$ cat src/rtl/boot_loader.sv
// Boot loader: receives a framed boot image over a byte stream, writes the
// payload words into instruction memory, verifies an XOR checksum and then
// either releases the CPU at the image entry point or holds it in error.
module boot_loader #(
  parameter logic [7:0]  MAGIC     = 8'hA5,
  parameter int          MAX_WORDS = 1024,
  parameter logic [63:0] BASE_ADDR = 64'h0
) (
  input  logic        clk,
  input  logic        reset,
  input  logic        rx_valid,
  input  logic [7:0]  rx_data,
  output logic        rx_ready,
  output logic        imem_we,
  output logic [63:0] imem_addr,
  output logic [31:0] imem_wdata,
  output logic        cpu_reset,
  output logic [63:0] boot_pc,
  output logic        done,
  output logic        error
);

  localparam int          KW   = (MAX_WORDS > 1) ? $clog2(MAX_WORDS) : 1;
  localparam logic [31:0] MAXW = 32'(MAX_WORDS);

  typedef enum logic [2:0] {
    S_IDLE, S_LEN, S_ENTRY, S_DATA, S_CSUM, S_RUN, S_ERR
  } state_t;

  state_t          state_q, state_d;
  logic [1:0]      cnt_q, cnt_d;
  logic [15:0]     len_q, len_d;
  logic [31:0]     entry_q, entry_d;
  logic [31:0]     word_q, word_d;
  logic [7:0]      csum_q, csum_d;
  logic [KW-1:0]   k_q, k_d;
  logic            wr_evt;

  logic            rx_ready_q, rx_ready_d;
  logic            imem_we_q, imem_we_d;
  logic [63:0]     imem_addr_q, imem_addr_d;
  logic [31:0]     imem_wdata_q, imem_wdata_d;
  logic            cpu_reset_q, cpu_reset_d;
  logic [63:0]     boot_pc_q, boot_pc_d;
  logic            done_q, done_d;
  logic            error_q, error_d;

  logic            xfer;

  // A byte moves only on a valid/ready handshake; ready is the registered flag.
  assign xfer = rx_valid & rx_ready_q;

  // State register plus parse datapath and registered outputs.
  always_ff @(posedge clk or negedge reset) begin
    if (!reset) begin
      state_q      <= S_IDLE;
      cnt_q        <= '0;
      len_q        <= '0;
      entry_q      <= '0;
      word_q       <= '0;
      csum_q       <= '0;
      k_q          <= '0;
      rx_ready_q   <= 1'b0;
      imem_we_q    <= 1'b0;
      imem_addr_q  <= '0;
      imem_wdata_q <= '0;
      cpu_reset_q  <= 1'b1;
      boot_pc_q    <= '0;
      done_q       <= 1'b0;
      error_q      <= 1'b0;
    end else begin
      state_q      <= state_d;
      cnt_q        <= cnt_d;
      len_q        <= len_d;
      entry_q      <= entry_d;
      word_q       <= word_d;
      csum_q       <= csum_d;
      k_q          <= k_d;
      rx_ready_q   <= rx_ready_d;
      imem_we_q    <= imem_we_d;
      imem_addr_q  <= imem_addr_d;
      imem_wdata_q <= imem_wdata_d;
      cpu_reset_q  <= cpu_reset_d;
      boot_pc_q    <= boot_pc_d;
      done_q       <= done_d;
      error_q      <= error_d;
    end
  end

  // Next-state logic: field byte counting, little-endian assembly, checksum.
  always_comb begin
    state_d = state_q;
    cnt_d   = cnt_q;
    len_d   = len_q;
    entry_d = entry_q;
    word_d  = word_q;
    csum_d  = csum_q;
    k_d     = k_q;
    wr_evt  = 1'b0;
    if (xfer) begin
      unique case (state_q)
        S_IDLE: begin
          // Anything but the sync byte is silently dropped.
          if (rx_data == MAGIC) begin
            state_d = S_LEN;
            cnt_d   = '0;
            csum_d  = '0;
          end
        end
        S_LEN: begin
          csum_d = csum_q ^ rx_data;
          len_d  = {rx_data, len_q[15:8]};
          cnt_d  = cnt_q + 2'd1;
          if (cnt_q == 2'd1) begin
            cnt_d = '0;
            if (len_d == 16'd0 || {16'd0, len_d} > MAXW) state_d = S_ERR;
            else                                           state_d = S_ENTRY;
          end
        end
        S_ENTRY: begin
          csum_d  = csum_q ^ rx_data;
          entry_d = {rx_data, entry_q[31:8]};
          cnt_d   = cnt_q + 2'd1;
          if (cnt_q == 2'd3) begin
            k_d = '0;
            if (entry_d >= {16'd0, len_q}) state_d = S_ERR;
            else                           state_d = S_DATA;
          end
        end
        S_DATA: begin
          csum_d = csum_q ^ rx_data;
          word_d = {rx_data, word_q[31:8]};
          cnt_d  = cnt_q + 2'd1;
          if (cnt_q == 2'd3) begin
            wr_evt = 1'b1;
            if (32'(k_q) == {16'd0, len_q} - 32'd1) state_d = S_CSUM;
            else                                     k_d     = k_q + KW'(1);
          end
        end
        S_CSUM: begin
          if (rx_data == csum_q) state_d = S_RUN;
          else                   state_d = S_ERR;
        end
        default: ;
      endcase
    end
  end

  // Output logic: registered outputs derived from the upcoming state and write event.
  always_comb begin
    rx_ready_d   = (state_d != S_RUN) && (state_d != S_ERR);
    imem_we_d    = wr_evt;
    imem_addr_d  = imem_addr_q;
    imem_wdata_d = imem_wdata_q;
    if (wr_evt) begin
      // Address uses the index of the word just completed, before any increment.
      imem_addr_d  = BASE_ADDR + (64'(k_q) << 2);
      imem_wdata_d = word_d;
    end
    cpu_reset_d = (state_d != S_RUN);
    done_d      = (state_d == S_RUN);
    error_d     = (state_d == S_ERR);
    boot_pc_d   = boot_pc_q;
    if (state_d == S_RUN && state_q != S_RUN)
      boot_pc_d = BASE_ADDR + ({32'd0, entry_q} << 2);
  end

  assign rx_ready   = rx_ready_q;
  assign imem_we    = imem_we_q;
  assign imem_addr  = imem_addr_q;
  assign imem_wdata = imem_wdata_q;
  assign cpu_reset  = cpu_reset_q;
  assign boot_pc    = boot_pc_q;
  assign done       = done_q;
  assign error      = error_q;

endmodule

$ cat config.mk
export PLATFORM = sky130hd
export DESIGN_NAME = boot_loader
export DESIGN_NICKNAME = d
export VERILOG_FILES = /design/src/rtl/boot_loader.sv
export SDC_FILE = /design/constraint.sdc
export NUM_CORES = 1
export LEC_CHECK = 0
export BUFFER_PORTS_ARGS = -buffer_cell sky130_fd_sc_hd__buf_4
export CORE_ASPECT_RATIO = 0.8
export CORE_UTILIZATION = 55
export CTS_CLUSTER_SIZE = 25
export DETAILED_ROUTE_END_ITERATION = 16
export PLACE_DENSITY = 0.87
export SLEW_MARGIN = 15
export SYNTH_ARGS = -nofsm -noshare
export SYNTH_HDL_FRONTEND = slang
export SYNTH_SLANG_ARGS = --single-unit
$ cat constraint.sdc
create_clock -name clk -period 4 [get_ports clk]
set_input_delay 0.4 -clock clk [delete_from_list [all_inputs] [get_ports clk]]
set_output_delay 0.4 -clock clk [all_outputs]
set_load 0.01 [all_outputs]
==> key figures, run 1 <==
Power
  • PD cells: 703 mW/mm²
  • Worst vdd ir: just over 400 µV
  • Total Power: roughly 7 mW
  • Pleak: 4.81 nW

GRT
  • Vias in the first global route: roughly 5,500
  • Initial antenna violation count: 0
  • First-pass GRT wire length: 28,600 µm
  • Largest net degree at the start of global routing: 106
  • Global route overflow: 0
  • Gr usage total: ~23%

Route
  • Post-DRT Antenna Nets: 0
  • DR WL/cell: between 15 and 20 µm
  • Pre-antenna DRT Iters: 5
  • Via count: approximately 5,600
  • DRC Markers: 0
  • Vias per cell: 5.42
  • Initial DRC Count: between 400 and 500
  • Final wirelength: ~17,000 µm

STA
  • Worst slew margin: 33.1%
  • Hold WS: ~0.067 ns
  • Fin crit share: 88.4%
  • Count of final hold-check violations: 0
  • Period minus WS final: roughly 3.5 ns
  • Slew Viols, Final: 0
  • Unrepaired setup endpoints after global routing: false
  • Worst slew pin tran: between 1 and 1.5 ns
  • Setup total negative slack: 0 ns
  • # setup viols final: 0
  • F_max: 0.283 GHz
  • Final WS setup: 0.462 ns
  • Worst-case clock skew: roughly 0.010 ns

Logic synthesis
  • Synth top area share: between 50% and 60%
  • Area contributors post-synth: dfrtp_1 (50%), mux2_2 (13%), buf_4 (7.5%), mux2_4 (5.2%), ha_1 (3.0%)
  • EDFF count, synth: 0
  • Synthesis Warnings: 0
  • Async S/R FF share, synth: 100%
  • Yosys cell types: 58
  • Syn Area/Cell: 11.9 µm²
  • Post-Syn Area: approximately 0.0086 mm²
  • Post-synthesis sequential area ratio: between 50% and 60%
  • Most used flip-flop cell after synthesis: dfrtp_1
  • Synth Instances: 725
  • Synthesized flop and latch total: roughly 170
  • Synth area leader: dfrtp_1

Cells and area
  • Number of diodes: 0
  • Most frequent cells in the layout: dfrtp_1 (173), mux2_2 (100), buf_4 (95)
  • Commonest non-fill, non-tap cell in the layout: dfrtp_1
  • Synth-to-layout area growth: 12.6%
  • Layout cells sized above 1: approximately a third
  • Fillers: ~1,200
  • Final nets: 835

Critical path
  • CP cell instances: inv_1 > ha_1 > or4b_2 > o22ai_1 > and3_1 > a2bb2oi_1 > and4_1 > o21a_1 > inv_1 > nand4b_4 > buf_12 > mux2_2
  • Crit end category: register
  • Worst setup path class: reg2reg
  • Worst path bufs/invs: 3
  • Critical path arrival: around 3.9 ns
  • Worst path required time: between 4 and 5 ns
  • Most Frequent Cell on Critical Path: inv_1
  • Worst-path maximum fanout: 32
  • CP max stage cell: or4b_2
  • Crit start category: register
  • Slowest stage delay, CP: 0.68 ns
  • Largest delay share family, worst path: simple AND/OR/NAND/NOR gates

Clocking
  • Number of setup buffers added after CTS: 0
  • CTS buffer count: 17
  • Post-CTS Hold Fix Bufs: 0
  • H-tree levels: 4
  • CTS tree: done
  • Clock transition at path regs: ~0.07 ns
  • TritonCTS Sinks: roughly 170
  • Max Buffers Root-to-Sink: 2
  • Clk root buf: clkbuf_16
  • Clk Latency, worst-skew pair: 0.43 ns
  • Post-CTS sizing: 0

Place
  • Final HPWL DP: approximately 12,000 µm
  • Gpl congestion: between 0.9 and 1
  • IO buf count: 89
  • DP Worst Slack: roughly 0.52 ns

Floorplan
  • Starting density of the core: roughly 57%
  • Die Y: between 100 and 150 µm
  • Area of the core: around 0.015 mm²
  • I/O pin count: between 150 and 200
  • Die area: between 0.015 and 0.02 mm²
  • Width of the die: around 140 µm
  • Num rows: 40

Min path
  • Min-delay worst type: in2async

Run
  • Max_cap viols: 0

Run status
  • Outcome: finished, final reports clean
## layer usage
metal	wire, µm	track usage, %	vias up
met4	340	8.60	0
met1	7690	31.6	2769
met2	8210	35.7	228
li1	-	-	2523
met3	1180	5.88	37
met5	0	0	-
## worst register-to-register path: stages, from the launching register on
cell	delay (ns)
dfrtp_1	0.44
inv_1	0.09
ha_1	0.27
or4b_2	0.68
o22ai_1	0.19
and3_1	0.18
a2bb2oi_1	0.27
and4_1	0.24
o21a_1	0.19
inv_1	0.12
nand4b_4	0.11
buf_12	0.24
mux2_2	0.41
## worst paths after layout
path,slack (ns),to,from,cells after the start
setup / recovery,0.46,boot_pc[11],len_q[0],12
min in group clk,0.27,len_q[12],rx_data[4],3
hold / removal,0.07,boot_pc[5],reset,1
setup reg to reg,0.46,boot_pc[11],len_q[0],12
hold reg to reg,0.50,boot_pc[7],entry_q[5],1
max in group asynchronous,2.96,csum_q[3],reset,2
## power by group
part	leakage (nW)	total, mW	internal (mW)	switching (mW)
combinational	2.27	2.25	1.19	1.06
sequential	2.27	2.98	2.38	0.603
clock	0.272	1.60	0.836	0.762
total	4.81	6.83	4.40	2.43
## through the flow
stage	cells	area, µm²	util [%]
6_report	1026	9710	64.1
5_1_grt	1026	9710	64.1
4_1_cts	1026	9710	64.1
3_5_place_dp	994	9150	60.3
3_3_place_gp	994	9150	60.3
2_1_floorplan	810	8940	-
## synthesized netlist by cell type, types with 15 or more instances
cell type / instances
a21oi_1: 15
buf_4: 86
clkbuf_1: 28
dfrtp_1: 173
ha_1: 21
inv_1: 25
mux2_2: 100
mux2_4: 30
nand2_1: 38
nor2_1: 22
o21ai_0: 43
xnor2_1: 15
## cell families (layout without fill, tap and decap cells)
| logic type | after synthesis | after routing | share of synthesized area (%) |
|---|---|---|---|
| xor+xnor | 23 | 23 | 2.34 |
| simple gates | 127 | 127 | 7.95 |
| mux | 130 | 130 | 18.3 |
| buf+inv | 149 | 155 | 10.5 |
| other cells | 1 | 86 | 0.0435 |
| fa+ha+maj | 21 | 21 | 3.05 |
| compound gates | 100 | 100 | 7.34 |
| flops | 174 | 174 | 50.5 |
## cell type report
class	instances	area [µm²]	share of cell area, %
Clock buffer	18	439	4.52
Clock inverter	14	125	1.29
Inverter	26	97.6	1.00
Multi-Input combinational cell	487	3690	38.0
Sequential cell	174	4360	44.8
Tap cell	210	263	2.70
Timing Repair Buffer	97	744	7.66
## sequential cells by signal (all words and copies together), names as in the netlist
signal / cells
len_q: 16
word_q: 24
imem_addr: 10
imem_we: 1
error: 1
cnt_q: 2
boot_pc: 32
done: 1
k_q: 10
cpu_reset: 1
rx_ready: 1
state_q: 3
csum_q: 8
entry_q: 32
imem_wdata: 32
No activity file was read; power rests on OpenSTA's default activity.
==> run 2, diff against run 1 <==
Settings changed: CORE_UTILIZATION 55 to 40, GPL_TIMING_DRIVEN set to 0, PLACE_DENSITY 0.87 to 0.68.
==> key figures, run 2 (same netlist as run 1, synthesis figures left out) <==
STA
  • Unrepaired setup endpoints after global routing: false
  • F_max: 0.277 GHz (-2.0%)
  • Count of final hold-check violations: 19 (+19)
  • Hold WS: -0.0412 ns (-0.108 ns)
  • Worst slew pin tran: 0.724 ns (-0.280 ns)
  • Worst-case clock skew: 0.0125 ns (+0.00255 ns)
  • Fin crit share: 90.2% (+1.8 points)
  • Slew Viols, Final: 0 (unchanged)
  • Setup total negative slack: 0 ns (unchanged)
  • Period minus WS final: 3.61 ns (+0.0716 ns)
  • Worst slew margin: 51.4% (+18 points)
  • # setup viols final: 0 (unchanged)

GRT
  • Initial antenna violation count: 0 (unchanged)
  • First-pass GRT wire length: 30,000 µm (+4.8%)
  • Vias in the first global route: 5,475 (unchanged)
  • Global route overflow: 0 (unchanged)
  • Largest net degree at the start of global routing: 93 (-12%)
  • Gr usage total: 17.3% (-5.8 points)

Place
  • Gpl congestion: 0.851 (-13%)
  • IO buf count: 81 (-9.0%)
  • Final HPWL DP: 13,300 µm (+9.8%)

Clocking
  • Clk Latency, worst-skew pair: 0.44 ns (about the same)
  • Clock transition at path regs: 0.07 ns (about the same)
  • Number of setup buffers added after CTS: 0 (unchanged)
  • H-tree levels: 4 (unchanged)
  • Max Buffers Root-to-Sink: 2 (unchanged)
  • CTS buffer count: 17 (unchanged)
  • CTS tree: done
  • Clk root buf: clkbuf_16
  • TritonCTS Sinks: 174 (unchanged)
  • Post-CTS Hold Fix Bufs: 0 (unchanged)
  • Post-CTS sizing: 0 (unchanged)

Cells and area
  • Number of diodes: 0 (unchanged)
  • Layout cells sized above 1: 37.2% (+4.1 points)
  • Most frequent cells in the layout: dfrtp_1 (173), buf_4 (166), mux2_2 (100)
  • Synth-to-layout area growth: 22.4%
  • Commonest non-fill, non-tap cell in the layout: dfrtp_1
  • Final nets: 943 (+13%)

Floorplan
  • Starting density of the core: 41.2% (-16 points)
  • Width of the die: 166 µm (+17%)
  • Die area: 0.0222 mm² (+37%)
  • I/O pin count: 176 (unchanged)
  • Num rows: 47 (+18%)
  • Area of the core: 0.0209 mm² (+38%)
  • Die Y: 133 µm (+17%)

Run
  • Max_cap viols: 0 (unchanged)

Critical path
  • CP cell instances: clkbuf_1 > inv_1 > ha_1 > and3_1 > nand2_1 > o31ai_1 > a221oi_1 > a211oi_1 > o21a_1 > inv_1 > nand4b_4 > buf_6 > mux2_4
  • Crit end category: register
  • Worst-path maximum fanout: 10 (-69%)
  • Worst path required time: 4.32 ns (about the same)
  • Worst setup path class: reg2reg
  • Most Frequent Cell on Critical Path: inv_1
  • Slowest stage delay, CP: 0.56 ns (-0.12 ns)
  • Critical path arrival: 3.93 ns (+0.08 ns)
  • CP max stage cell: o31ai_1
  • Crit start category: register

Route
  • Vias per cell: 4.87 (-10%)
  • DRC Markers: 14 (+14)
  • Initial DRC Count: 416 (-5.7%)
  • Pre-antenna DRT Iters: 12 (+7)
  • Post-DRT Antenna Nets: 0 (unchanged)
  • Via count: 5,811 (+4.6%)
  • Final wirelength: 18,500 µm (+6.4%)
  • DR WL/cell: 15.5 µm (-8.5%)

Run status
  • Outcome: finished, violations left
  • Failing checks: DRC, hold timing

Power
  • Pleak: 5.30 nW (+10%)
  • PD cells: 664 mW/mm² (-5.7%)
  • Worst vdd ir: 305 µV (-25%)

Min path
  • Min-delay worst type: in2async
==> run 2: cell count changes in the layout (fill, tap and decap cells not counted), sizes merged <==
cell,delta
buf,+80
clkbuf,+27
clkinv,+4
clkinvlp,-3
==> run 2: final cells by class <==
| class | instances | area, µm² |
|---|---|---|
| fill | 1897 | 10400 |
| sequential | 174 | 4360 |
| multi-input combinational | 487 | 3690 |
| buffer | 123 | 808 |
| timing repair buffer | 82 | 643 |
| clock buffer | 17 | 425 |
| tap | 269 | 337 |
| clock inverter | 15 | 206 |
| inverter | 26 | 97.6 |
==> run 2: power breakdown <==
group / internal [mW] / switching, mW / total [mW] / leakage (nW)
Combinational: 1.24 / 1.12 / 2.36 / 2.73
Clock: 0.866 / 0.850 / 1.72 / 0.304
Sequential: 2.38 / 0.548 / 2.93 / 2.27
Total: 4.49 / 2.52 / 7.01 / 5.30
==> run 2: critical path, delay by kind of cell (launching register included) <==
| kind | cells | cell delay [ns] |
|---|---|---|
| muxes | 1 | 0.32 |
| DFF | 1 | 0.32 |
| adders and majority gates | 1 | 0.30 |
| and+or+nand+nor | 3 | 0.43 |
| buffers and inverters | 4 | 0.79 |
| AOI/OAI and AO/OA | 4 | 1.33 |
==> run 2: metal layers <==
metal  wire (µm)  share of wire [%]  vias to the layer above  global-route usage [%]
met5           0                  0                        -                       0
met4         192                1.0                        0                    5.24
met3        1050                5.7                       17                    3.68
met2        8380                 45                      184                    26.1
met1        8910                 48                     2857                    24.9
li1            -                  -                     2753                       -
==> run 2: through the flow <==
stage	power [mW]	area, µm²	instances	setup slack (ns)	utilization, %
after detailed placement	5.30	9920	1161	0.425	47.4
after global routing	7.45	10600	1193	0.132	50.4
final	7.01	10600	1193	0.391	50.4
after CTS	7.04	10600	1193	0.395	50.4
after global placement	5.21	9890	1160	0.437	47.2
after floorplan	4.39	8940	810	0.870	-
==> run 2: path summary, 6_finish.rpt <==
| check | from | end | slack [ns] | depth (start not counted) |
|---|---|---|---|---|
| worst max-delay path | len_q[5] | boot_pc[5] | 0.39 | 13 |
| worst min-delay path | reset | boot_pc[12] | -0.04 | 1 |
| worst max register to register | len_q[5] | boot_pc[5] | 0.39 | 13 |
| worst min register to register | entry_q[5] | boot_pc[7] | 0.51 | 1 |
| max in group asynchronous | reset | cpu_reset | 3.11 | 2 |
| min in group clk | rx_data[7] | csum_q[7] | 0.40 | 3 |
